==> src/rtl/input_view_sequencer.sv <==
// input_view_sequencer
//   Captures one byte plus a 5-bit view mask, then streams the enabled views of
//   that byte one per handshake, lowest view index first.
//
// Ports
//   clk, rst                       clock, synchronous active-high reset
//   in_data, in_mask, in_valid     upstream byte + view select
//   in_ready                       capture possible this cycle
//   flush                          synchronous abort of the current byte
//   out_data, out_view, out_last   current view value, index, last-of-byte flag
//   out_valid, out_ready           downstream handshake
//   busy                           high while emitting views
//   byte_count, drop_count         completed bytes / zero-mask bytes (wrapping)
module input_view_sequencer #(
    parameter int unsigned CNT_W = 8
) (
    input  logic             clk,
    input  logic             rst,
    input  logic [7:0]       in_data,
    input  logic [4:0]       in_mask,
    input  logic             in_valid,
    output logic             in_ready,
    input  logic             flush,
    output logic [7:0]       out_data,
    output logic [2:0]       out_view,
    output logic             out_last,
    output logic             out_valid,
    input  logic             out_ready,
    output logic             busy,
    output logic [CNT_W-1:0] byte_count,
    output logic [CNT_W-1:0] drop_count
);

    typedef enum logic [0:0] {StIdle, StEmit} state_t;

    state_t             state_q, state_d;
    logic [7:0]         data_q, data_d;
    logic [4:0]         mask_q, mask_d;
    logic [7:0]         out_data_q, out_data_d;
    logic [2:0]         out_view_q, out_view_d;
    logic               out_last_q, out_last_d;
    logic               out_valid_q, out_valid_d;
    logic [CNT_W-1:0]   byte_count_q, byte_count_d;
    logic [CNT_W-1:0]   drop_count_q, drop_count_d;

    logic               capture;
    logic               xfer;
    logic [7:0]         src_data;
    logic [4:0]         search_mask;
    logic [2:0]         next_view;
    logic               next_last;

    function automatic logic [7:0] view_of(input logic [7:0] d, input logic [2:0] v);
        logic [7:0] r;
        case (v)
            3'd0:    r = {7'b0, d[3]};
            3'd1:    r = {4'b0, d[5:2]};
            3'd2:    r = d;
            3'd3:    r = {d[5:0], 2'b00};
            3'd4:    r = {4'b0, d[7:4]};
            default: r = 8'h00;
        endcase
        return r;
    endfunction

    assign in_ready = (state_q == StIdle) && !rst && !flush;
    assign capture  = in_valid && in_ready;
    assign xfer     = out_valid_q && out_ready;

    // In IDLE the search runs over the incoming mask; in EMIT over the latched
    // mask restricted to views strictly above the one currently presented.
    always_comb begin
        search_mask = 5'b0;
        src_data    = data_q;
        if (state_q == StIdle) begin
            search_mask = in_mask;
            src_data    = in_data;
        end else begin
            for (int i = 0; i < 5; i++) begin
                if (i > int'(out_view_q)) search_mask[i] = mask_q[i];
            end
        end
    end

    // Lowest enabled view in search_mask, and whether anything lies above it.
    always_comb begin
        next_view = 3'd0;
        next_last = 1'b1;
        for (int i = 4; i >= 0; i--) begin
            if (search_mask[i]) next_view = 3'(i);
        end
        for (int i = 0; i < 5; i++) begin
            if (search_mask[i] && i > int'(next_view)) next_last = 1'b0;
        end
    end

    always_comb begin
        state_d      = state_q;
        data_d       = data_q;
        mask_d       = mask_q;
        out_data_d   = out_data_q;
        out_view_d   = out_view_q;
        out_last_d   = out_last_q;
        out_valid_d  = out_valid_q;
        byte_count_d = byte_count_q;
        drop_count_d = drop_count_q;

        if (flush) begin
            state_d     = StIdle;
            out_valid_d = 1'b0;
            out_last_d  = 1'b0;
            // A final view that still completes its handshake finishes the byte.
            if (xfer && out_last_q) byte_count_d = byte_count_q + 1'b1;
        end else begin
            unique case (state_q)
                StIdle: begin
                    if (capture) begin
                        if (in_mask == 5'b0) begin
                            drop_count_d = drop_count_q + 1'b1;
                        end else begin
                            state_d     = StEmit;
                            data_d      = in_data;
                            mask_d      = in_mask;
                            out_valid_d = 1'b1;
                            out_view_d  = next_view;
                            out_data_d  = view_of(src_data, next_view);
                            out_last_d  = next_last;
                        end
                    end
                end
                StEmit: begin
                    if (xfer) begin
                        if (out_last_q) begin
                            state_d      = StIdle;
                            out_valid_d  = 1'b0;
                            out_last_d   = 1'b0;
                            byte_count_d = byte_count_q + 1'b1;
                        end else begin
                            out_view_d = next_view;
                            out_data_d = view_of(src_data, next_view);
                            out_last_d = next_last;
                        end
                    end
                end
                default: state_d = StIdle;
            endcase
        end
    end

    always_ff @(posedge clk) begin
        if (rst) begin
            state_q      <= StIdle;
            data_q       <= 8'h00;
            mask_q       <= 5'b0;
            out_data_q   <= 8'h00;
            out_view_q   <= 3'd0;
            out_last_q   <= 1'b0;
            out_valid_q  <= 1'b0;
            byte_count_q <= '0;
            drop_count_q <= '0;
        end else begin
            state_q      <= state_d;
            data_q       <= data_d;
            mask_q       <= mask_d;
            out_data_q   <= out_data_d;
            out_view_q   <= out_view_d;
            out_last_q   <= out_last_d;
            out_valid_q  <= out_valid_d;
            byte_count_q <= byte_count_d;
            drop_count_q <= drop_count_d;
        end
    end

    assign out_data   = out_data_q;
    assign out_view   = out_view_q;
    assign out_last   = out_last_q;
    assign out_valid  = out_valid_q;
    assign busy       = (state_q == StEmit);
    assign byte_count = byte_count_q;
    assign drop_count = drop_count_q;

endmodule

==> config.mk <==
export PLATFORM = sky130hd
export DESIGN_NAME = input_view_sequencer
export DESIGN_NICKNAME = d
export VERILOG_FILES = /design/src/rtl/input_view_sequencer.sv
export SDC_FILE = /design/constraint.sdc
export NUM_CORES = 1
export LEC_CHECK = 0
export ABC_AREA = 1
export CELL_PAD_IN_SITES_DETAIL_PLACEMENT = 2
export CELL_PAD_IN_SITES_GLOBAL_PLACEMENT = 2
export CORE_ASPECT_RATIO = 1.75
export CORE_MARGIN = 4
export CORE_UTILIZATION = 26
export DETAILED_ROUTE_END_ITERATION = 8
export PLACE_DENSITY = 0.79
export SLEW_MARGIN = 0
export SYNTH_ARGS = -nofsm -noshare
export SYNTH_HDL_FRONTEND = slang
export SYNTH_SLANG_ARGS = --single-unit
export TNS_END_PERCENT = 20
==> constraint.sdc <==
create_clock -name clk -period 1.85 [get_ports clk]
set_clock_uncertainty 0.2 [all_clocks]
set_input_delay 0.2775 -clock clk [delete_from_list [all_inputs] [get_ports clk]]
set_output_delay 0.2775 -clock clk [all_outputs]
set_load 0.01 [all_outputs]
Word-level counts from Yosys, hierarchy flattened
Cells that the tools add are included.
W data, S select, Z words.
{"block": "op_classes", "add_sub_neg": 2, "magnitude_cmp": 8, "n_eq_ne": 10, "n_mux": 47, "bitwise_logic": 3, "n_reduce_logical": 23}
{"cell": "$mux W8", "n": 10}
{"cell": "$pmux W8 S5", "n": 1}
{"cell": "$mux W3", "n": 9}
{"cell": "$mux W1", "n": 21}
{"cell": "$add A8 B1 Y8 const B", "n": 2}
{"cell": "$pmux W8 S2", "n": 1}
{"cell": "$reduce_and A4 Y1", "n": 4}
{"cell": "$gt A2 B3 Y1 const A", "n": 4}
{"cell": "$logic_and A1 B1 Y1", "n": 9}
{"cell": "$eq A3 B2 Y1 const B", "n": 2}
{"cell": "$gt A1 B3 Y1 const A", "n": 2}
{"cell": "$gt A3 B3 Y1 const A", "n": 2}
{"cell": "$ne A2 B1 Y1 const B", "n": 3}
{"cell": "$ne A2 B2 Y1 const B", "n": 3}
{"cell": "$pmux W1 S2", "n": 3}
{"cell": "$pmux W3 S2", "n": 1}
{"cell": "$reduce_bool A2 Y1", "n": 3}
{"cell": "$logic_not A5 Y1", "n": 1}
{"cell": "$reduce_and A5 Y1", "n": 1}
{"cell": "$mux W4", "n": 1}
{"cell": "$eq A3 B1 Y1 const B", "n": 1}
{"cell": "$eq A3 B3 Y1 const B", "n": 1}
{"cell": "$logic_not A3 Y1", "n": 1}
{"cell": "$not A1 Y1", "n": 3}
{"cell": "other kinds (3)", "n": 4}
{"block": "word_totals", "regBits": 43, "input_bits": 18, "out_inout_bits": 31, "word_cells": 102}

Longest topological paths before layout
Gate-level depths: netlist (run 1).
{"block": "depth", "ltp_word": 17, "ltp_mapped": 12, "depth_no_buf": 12}

Worst setup path before layout (run 1)
Ideal clock, no wire load.
{"block": "synth_path", "path_kind": "reg2reg", "start": "register state_q, in the netlist busy", "end": "register out_data_q[0], in the netlist out_data[0]", "setup_ns": 0.132, "arrival_ns": 1.356, "required_ns": 1.518, "slack_ns": 0.161, "path_stages_with_launch": 12, "path_buffers": 0, "period_less_slack_ns": 1.689, "cell_sequence": "dfxtp_1 -> nand2_1 -> inv_1 -> nand2_1 -> o21ai_0 -> nor2_1 -> nand2_1 -> nor2_1 -> nor2_1 -> nand2_1 -> nand2_1 -> a21oi_1"}
{"block": "synth_between", "elab_chain_cells": 11, "word_cells_on_any_way": 28, "classes_between": "eq/ne: 8; mux: 14; bitwise: 1; reduce/logical: 5"}
{"element": "from (decl)", "line_no": "36", "rtl": "state_t state_q, state_d;"}
{"element": "from (signal assigned)", "line_no": "152", "rtl": "state_q <= StIdle;"}
{"element": "from (signal assigned)", "line_no": "162", "rtl": "state_q <= state_d;"}
{"element": "$mux W4", "line_no": "75", "rtl": "if (state_q == StIdle) begin"}
{"element": "$mux W3 (5 in a row)", "line_no": "90", "rtl": "if (search_mask[i]) next_view = 3'(i);"}
{"element": "$eq A3 B3 Y1 (tied with other cells)", "line_no": "55", "rtl": "case (v)"}
{"element": "$pmux W8 S5", "line_no": "55"}
{"element": "$mux W8 (on tied branches)", "line_no": "133, 118"}
{"element": "$mux W8 (on tied branches)", "line_no": "132, 117"}
{"element": "$pmux W8 S2", "line_no": "115", "rtl": "unique case (state_q)"}
{"element": "to (signal assigned)", "line_no": "165", "rtl": "out_data_q <= out_data_d;"}
{"element": "to (decl)", "line_no": "39", "rtl": "logic [7:0] out_data_q, out_data_d;"}
Several ways; a longest one is shown, not always the timed one. The select of a mux whose other input is x is not followed.
A chain may end at the register's enable or synchronous reset.

Worst setup path in the final report (run 1)
{"block": "layout_path", "start": "register state_q, in the netlist busy", "end": "register out_data_q[1], in the netlist out_data[1]"}
The elaborated chain is that of the path after synthesis.

==> results of run 1 <==
-- flip-flops by register name, indices dropped and copies added, names as in the netlist --
register / flops
out_view: 3
data_q: 8
out_valid: 1
byte_count: 8
out_data: 8
out_last: 1
mask_q: 4
drop_count: 8
busy: 1
-- routing by layer --
layer / GRT usage / share of wire
met1: 0.158 / 0.35
met2: 0.360 / 0.59
met3: 0.0323 / 0.027
met4: 0.0747 / 0.031
met5: 0 / 0
-- worst max-delay path, cell delays in order, from the launching register on --
cell	delay, ns
dfxtp_4	0.36
buf_4	0.14
buf_4	0.14
nor2_4	0.12
a21oi_4	0.06
buf_6	0.14
buf_12	0.12
nor2_4	0.12
nand2_1	0.09
o211ai_1	0.13
nand2_1	0.11
a21oi_2	0.12
-- synth_stat cells (all sizes together) --
cell / instances
inv: 43
a211oi: 2
o211ai: 1
nand3: 16
nor3: 6
o21a: 1
nand4: 4
xor2: 1
o31ai: 2
or2: 1
ha: 2
clkbuf: 2
dfxtp: 42
nor2: 36
o21ba: 1
nand2: 84
o21ai: 35
a21oi: 35
buf: 7
clkinv: 1
-- final timing paths --
path              cells past startpoint                  endpoint  slack [ns]                      from
setup / recovery                     11  out_data[1]$_SDFFE_PP0P_       -0.07           busy$_SDFF_PP0_
hold / removal                        3    mask_q[2]$_SDFFE_PP0P_        0.10                in_mask[2]
setup reg to reg                     11  out_data[1]$_SDFFE_PP0P_       -0.07           busy$_SDFF_PP0_
hold reg to reg                       2  out_data[4]$_SDFFE_PP0P_        0.26  out_data[4]$_SDFFE_PP0P_
-- cell type report --
| type | instances | area, µm² | share of cell area |
|---|---|---|---|
| Clock inverter | 3 | 45.0 | 0.0128 |
| Tap cell | 90 | 113 | 0.0319 |
| Sequential cell | 42 | 847 | 0.240 |
| Inverter | 44 | 181 | 0.0515 |
| Clock buffer | 5 | 125 | 0.0355 |
| Multi-Input combinational cell | 227 | 1270 | 0.361 |
| Timing Repair Buffer | 102 | 940 | 0.267 |
-- metrics by stage --
| stage | instance area (µm²) | cells | util | TNS, ns |
|---|---|---|---|---|
| 6_report | 3520 | 513 | 0.443 | -0.0817 |
| 3_5_place_dp | 2980 | 491 | 0.374 | -10.18 |
| 4_1_cts | 3180 | 500 | 0.399 | -0.0157 |
| 2_1_floorplan | 2140 | 322 | - | 0 |
| 5_1_grt | 3520 | 513 | 0.443 | -1.18 |
| 3_3_place_gp | 2980 | 491 | 0.374 | -6.98 |
-- cells by family after synthesis --
logic type,synth area share
xor+xnor,0.00410
simple gates,0.298
buf+inv,0.102
flops,0.393
fa+ha+maj,0.0117
compound gates,0.191
-- power by group --
| group | total, W | internal [W] | leakage, nW | switching (W) |
|---|---|---|---|---|
| Clock | 0.00106 | 0.000638 | 0.0760 | 0.000421 |
| Combinational | 0.000354 | 0.000157 | 1.12 | 0.000198 |
| Sequential | 0.000937 | 0.000923 | 0.342 | 0.0000140 |
| Total | 0.00235 | 0.00172 | 1.53 | 0.000633 |
-- layout by cell type, fill, tap and decap left out, drive strengths merged --
master,instances
clkinv,1
xor2,1
o21ba,1
clkdlybuf4s50,39
bufinv,1
o21a,1
dfxtp,42
clkbuf,5
a21oi,35
o21ai,35
clkinvlp,3
o31ai,2
o211ai,1
or2,1
buf,55
nor3,6
nand3,16
dlygate4sd2,2
nand2,84
a211oi,2
nand4,4
nor2,36
dlymetal6s2s,6
inv,42
ha,2
-- timing repair --
item	CTS	global route
pin swaps	3	23
gates cloned	0	1
buffers inserted	1	12
endpoints found under the setup margin	23	27
gates resized for setup	14	77
==> impl_metrics.py, run 1 <==
metrics = {
    "outcome": {
        "status": "finished with violations",
        "violations": "negative setup slack",
    },
    "die": {
        "die_w_um": 76.6,
        "core_area_um2": 7960,
        "placementRows": 43,
        "die_h_um": 128,
        "die-area_um2": 9800,
        "start_util": 0.269,
        "io_pins": 49,
    },
    "finish": {
        "drive_gt1_frac": 0.307,
        "antenna-diode-count": 0,
        "nNetsFinal": 442,
        "syn2layout_area_growth_pct": 64.8,
        "n_fill_cell": 931,
    },
    "place": {
        "place_congestion": 0.760,
        "preCtsSetupSlack_ns": -0.424,
        "hpwl_um": 5980,
        "port_buffers": 48,
    },
    "grt": {
        "globalRouteOverflowTotal": 0,
        "grt_util_all_layers": 0.173,
        "antenna_found_initial": 0,
        "grt_pass1_wl_um": 13400,
        "grt_max_degree": 26,
        "grt_pass1_vias": 2776,
    },
    "drt": {
        "wirelength_um": 9360,
        "vias_per_cell": 5.04,
        "routedWlPerCell_um": 18.2,
        "initialDrtViolationCount": 57,
        "drc": 0,
        "detail-route-antenna-nets": 0,
        "via_count": 2584,
        "drt-pass1-iter-count": 4,
    },
    "worst_hold_path": {
        "hold_path.class": "in -> reg",
    },
    "synth": {
        "synth_top_area_frac": 0.393,
        "synth_area_um2": 2140,
        "syn_inst": 322,
        "avgSynthCellArea_um2": 6.64,
        "yosysSeqAreaShare": 0.393,
        "yosys_warnings": 0,
        "syn_nets": 342,
        "synth.distinct_cells": 30,
        "synthTopCellsByArea": "dfxtp_1, nand2_1, a21oi_1, o21ai_0, inv_1",
        "ys_seq_elements": 42,
        "yosysTopAreaCell": "dfxtp_1",
    },
    "timing": {
        "rsz0062_at_grt": "true",
        "worst_pin_slew_ns": 0.458,
        "final_max_slew_viol_count": 0,
        "setup_viol": 2,
        "timing.hold.ws_ns": 0.101,
        "slew_headroom": 0.691,
        "timing.final.hold_violations": 0,
        "setup_ws_ns": -0.0668,
        "period_minus_slack_ns": 1.92,
        "period_share": 1.04,
        "clock.fmax_mhz": 522,
    },
    "clock_network": {
        "clock_sinks": 42,
        "cts_tree": "yes",
        "cts-buffers-inserted": 5,
        "clk_pin_slew_ns": 0.07,
        "clk_latency_ns": 0.30,
        "cts-root-buf": "clkbuf_16",
        "h-tree-depth": 2,
        "holdBufCountCts": 0,
        "clockBufferDepth": 2,
    },
    "critical_path": {
        "setup.worst_path.start_class": "flip-flop",
        "crit_required_ns": 1.88,
        "critical_path_class": "reg -> reg",
        "arrival_ns": 1.95,
        "critPathMaxFanout": 4,
        "endpoint_kind": "flip-flop",
    },
    "pwr": {
        "peakVddDrop_mv": 0.434,
        "leakage_nw": 1.53,
        "power_w": 0.00235,
        "pwr_density_cell_nw_per_um2": 667,
    },
    "job": {
        "drv_cap": 0,
    },
}
(Power assumes the default switching activity.)
==> inputs of run 2 (changes only) <==
--- a/config.mk
+++ b/config.mk
@@ -12,8 +12,9 @@
 export CORE_MARGIN = 4
 export CORE_UTILIZATION = 26
 export DETAILED_ROUTE_END_ITERATION = 8
+export HOLD_SLACK_MARGIN = 0.05
 export PLACE_DENSITY = 0.79
-export SLEW_MARGIN = 0
+export SLEW_MARGIN = 20
 export SYNTH_ARGS = -nofsm -noshare
 export SYNTH_HDL_FRONTEND = slang
 export SYNTH_SLANG_ARGS = --single-unit
==> results of run 2 <==
Same layout as run 1: the final DEF is identical, and so are final timing and power.
==> inputs of run 3 (changes only) <==
--- a/config.mk
+++ b/config.mk
@@ -9,7 +9,6 @@
 export CELL_PAD_IN_SITES_DETAIL_PLACEMENT = 2
 export CELL_PAD_IN_SITES_GLOBAL_PLACEMENT = 2
 export CORE_ASPECT_RATIO = 1.75
-export CORE_MARGIN = 4
 export CORE_UTILIZATION = 26
 export DETAILED_ROUTE_END_ITERATION = 8
 export HOLD_SLACK_MARGIN = 0.05
==> impl_metrics.py, run 3 (same netlist as run 1, synthesis figures left out) <==
metrics = {
    "outcome": {
        "status": "finished with violations",
        "violations": "design-rule violations",
    },
    "pwr": {
        "power_w": 0.00217,
        "power_frac_comb": 0.149,
        "p_int_w": 0.00160,
        "peakVddDrop_mv": 0.436,
        "leakage_nw": 1.46,
        "p_sw_w": 0.000571,
        "power_frac_clock": 0.420,
        "p_seq_frac": 0.431,
        "pwr_density_cell_nw_per_um2": 647,
        "switching_share": 0.263,
    },
    "die": {
        "die_h_um": 122,
        "start_util": 0.269,
        "io_pins": 49,
        "die-area_um2": 8610,
        "die_w_um": 70.6,
        "core_area_um2": 7960,
        "placementRows": 43,
    },
    "timing": {
        "slew_headroom": 0.762,
        "setup_tns_ns": 0,
        "period_minus_slack_ns": 1.83,
        "timing.final.hold_violations": 0,
        "clock.fmax_mhz": 547,
        "rsz0062_at_grt": "true",
        "final_max_slew_viol_count": 0,
        "setup_viol": 0,
        "worst_pin_slew_ns": 0.353,
        "period_share": 0.988,
        "timing.hold.ws_ns": 0.249,
    },
    "drt": {
        "via_count": 2513,
        "initialDrtViolationCount": 49,
        "vias_per_cell": 4.93,
        "detail-route-antenna-nets": 0,
        "drc": 4,
        "wirelength_um": 8790,
        "drt-pass1-iter-count": 6,
        "routedWlPerCell_um": 17.2,
    },
    "grt": {
        "grt_pass1_vias": 2711,
        "antenna_found_initial": 0,
        "grt_max_degree": 26,
        "grt_pass1_wl_um": 12700,
        "globalRouteOverflowTotal": 0,
        "grt_util_all_layers": 0.191,
    },
    "place": {
        "hpwl_um": 6020,
        "port_buffers": 48,
        "place_congestion": 0.812,
    },
    "critical_path": {
        "setup.worst_path.start_class": "primary input",
        "crit_path_start": "in_mask[0]",
        "reg2reg_depth": 11,
        "path_cells": "clkdlybuf4s50_1 > inv_1 > nand4_1 > nand2_2 > buf_4 > inv_4 > o21ai_0 > a21oi_1",
        "crit_path_top_delay_cell": "clkdlybuf4s50_1",
        "endpoint_kind": "flip-flop",
        "critPathMaxFanout": 19,
        "crit_required_ns": 1.82,
        "reg2reg_from": "busy$_SDFF_PP0_",
        "cp_slowest_stage_delay_ns": 0.48,
        "arrival_ns": 1.80,
        "critical_path_class": "in -> reg",
    },
    "finish": {
        "final_common_cell": "nand2_1",
        "final_util": 0.422,
        "antenna-diode-count": 0,
        "nNetsFinal": 439,
        "layout_common_cells": "nand2_1, buf_4, clkdlybuf4s50_1, dfxtp_1, inv_1",
        "drive_gt1_frac": 0.257,
        "syn2layout_area_growth_pct": 57.1,
    },
    "clock_network": {
        "holdBufCountCts": 0,
        "clk_pin_slew_ns": 0.06,
        "cts_tree": "yes",
        "cts-buffers-inserted": 5,
        "h-tree-depth": 2,
        "cts-root-buf": "clkbuf_16",
        "clock_sinks": 42,
        "clk_latency_ns": 0.29,
        "clockBufferDepth": 2,
    },
    "worst_hold_path": {
        "min-delay-start": "rst",
        "hold_depth": 3,
        "hold_path.class": "in -> reg",
    },
    "job": {
        "drv_cap": 0,
    },
}
## run 3: per-stage QoR
| stage | instances | cell area (µm²) | setup WS [ns] |
|---|---|---|---|
| 2_1_floorplan | 322 | 2140 | 0.161 |
| 3_3_place_gp | 492 | 2990 | -0.345 |
| 3_5_place_dp | 492 | 2990 | -0.498 |
| 4_1_cts | 502 | 3190 | -0.0284 |
| 5_1_grt | 510 | 3360 | -0.0805 |
| 6_report | 510 | 3360 | 0.0217 |
## run 3: layout make-up
type,count,area (µm²)
tap,90,113
clock inverter,1,5.00
timing repair buffer,99,878
multi-input combinational,227,1210
sequential,42,845
fill,957,4600
clock buffer,7,143
inverter,44,170
## run 3: critical path: cells and delay by family
| family | cells | cell delay, ns |
|---|---|---|
| and+or+nand+nor | 2 | 0.38 |
| AOI/OAI and AO/OA | 2 | 0.35 |
| buffers and inverters | 4 | 0.79 |
## run 3: path summary, 6_finish.rpt
path                               to  slack (ns)
max            mask_q[2]$_SDFFE_PP0P_        0.02
max reg2reg     out_last$_SDFFE_PP0P_        0.03
min          out_data[0]$_SDFFE_PP0P_        0.25
min reg2reg  out_data[1]$_SDFFE_PP0P_        0.26
## run 3: power by group through the flow
stage / clock network (W) / registers, W / logic, W
global placement: 0 / 0.000955 / 0.000268
finish: 0.000913 / 0.000937 / 0.000323
CTS: 0.000934 / 0.000936 / 0.000295
global route: 0.000965 / 0.000939 / 0.000351
detailed placement: 0 / 0.000957 / 0.000280
floorplan: 0 / 0.000957 / 0.000125
## run 3: routing by layer
metal | vias up | track usage | routed length (µm)
met3 | 16 | 0.0372 | 192
met5 | - | 0 | 0
met4 | 0 | 0.0913 | 232
met1 | 1229 | 0.171 | 3070
met2 | 38 | 0.396 | 5300
li1 | 1230 | - | -
## run 3: repair_timing
action | 4_1_cts | 5_1_grt
setup buffers | 2 | 8
endpoints found under the setup margin | 30 | 31
endpoints found under the hold margin | 0 | 0
pin swaps | 2 | 11
gates resized for setup | 21 | 34
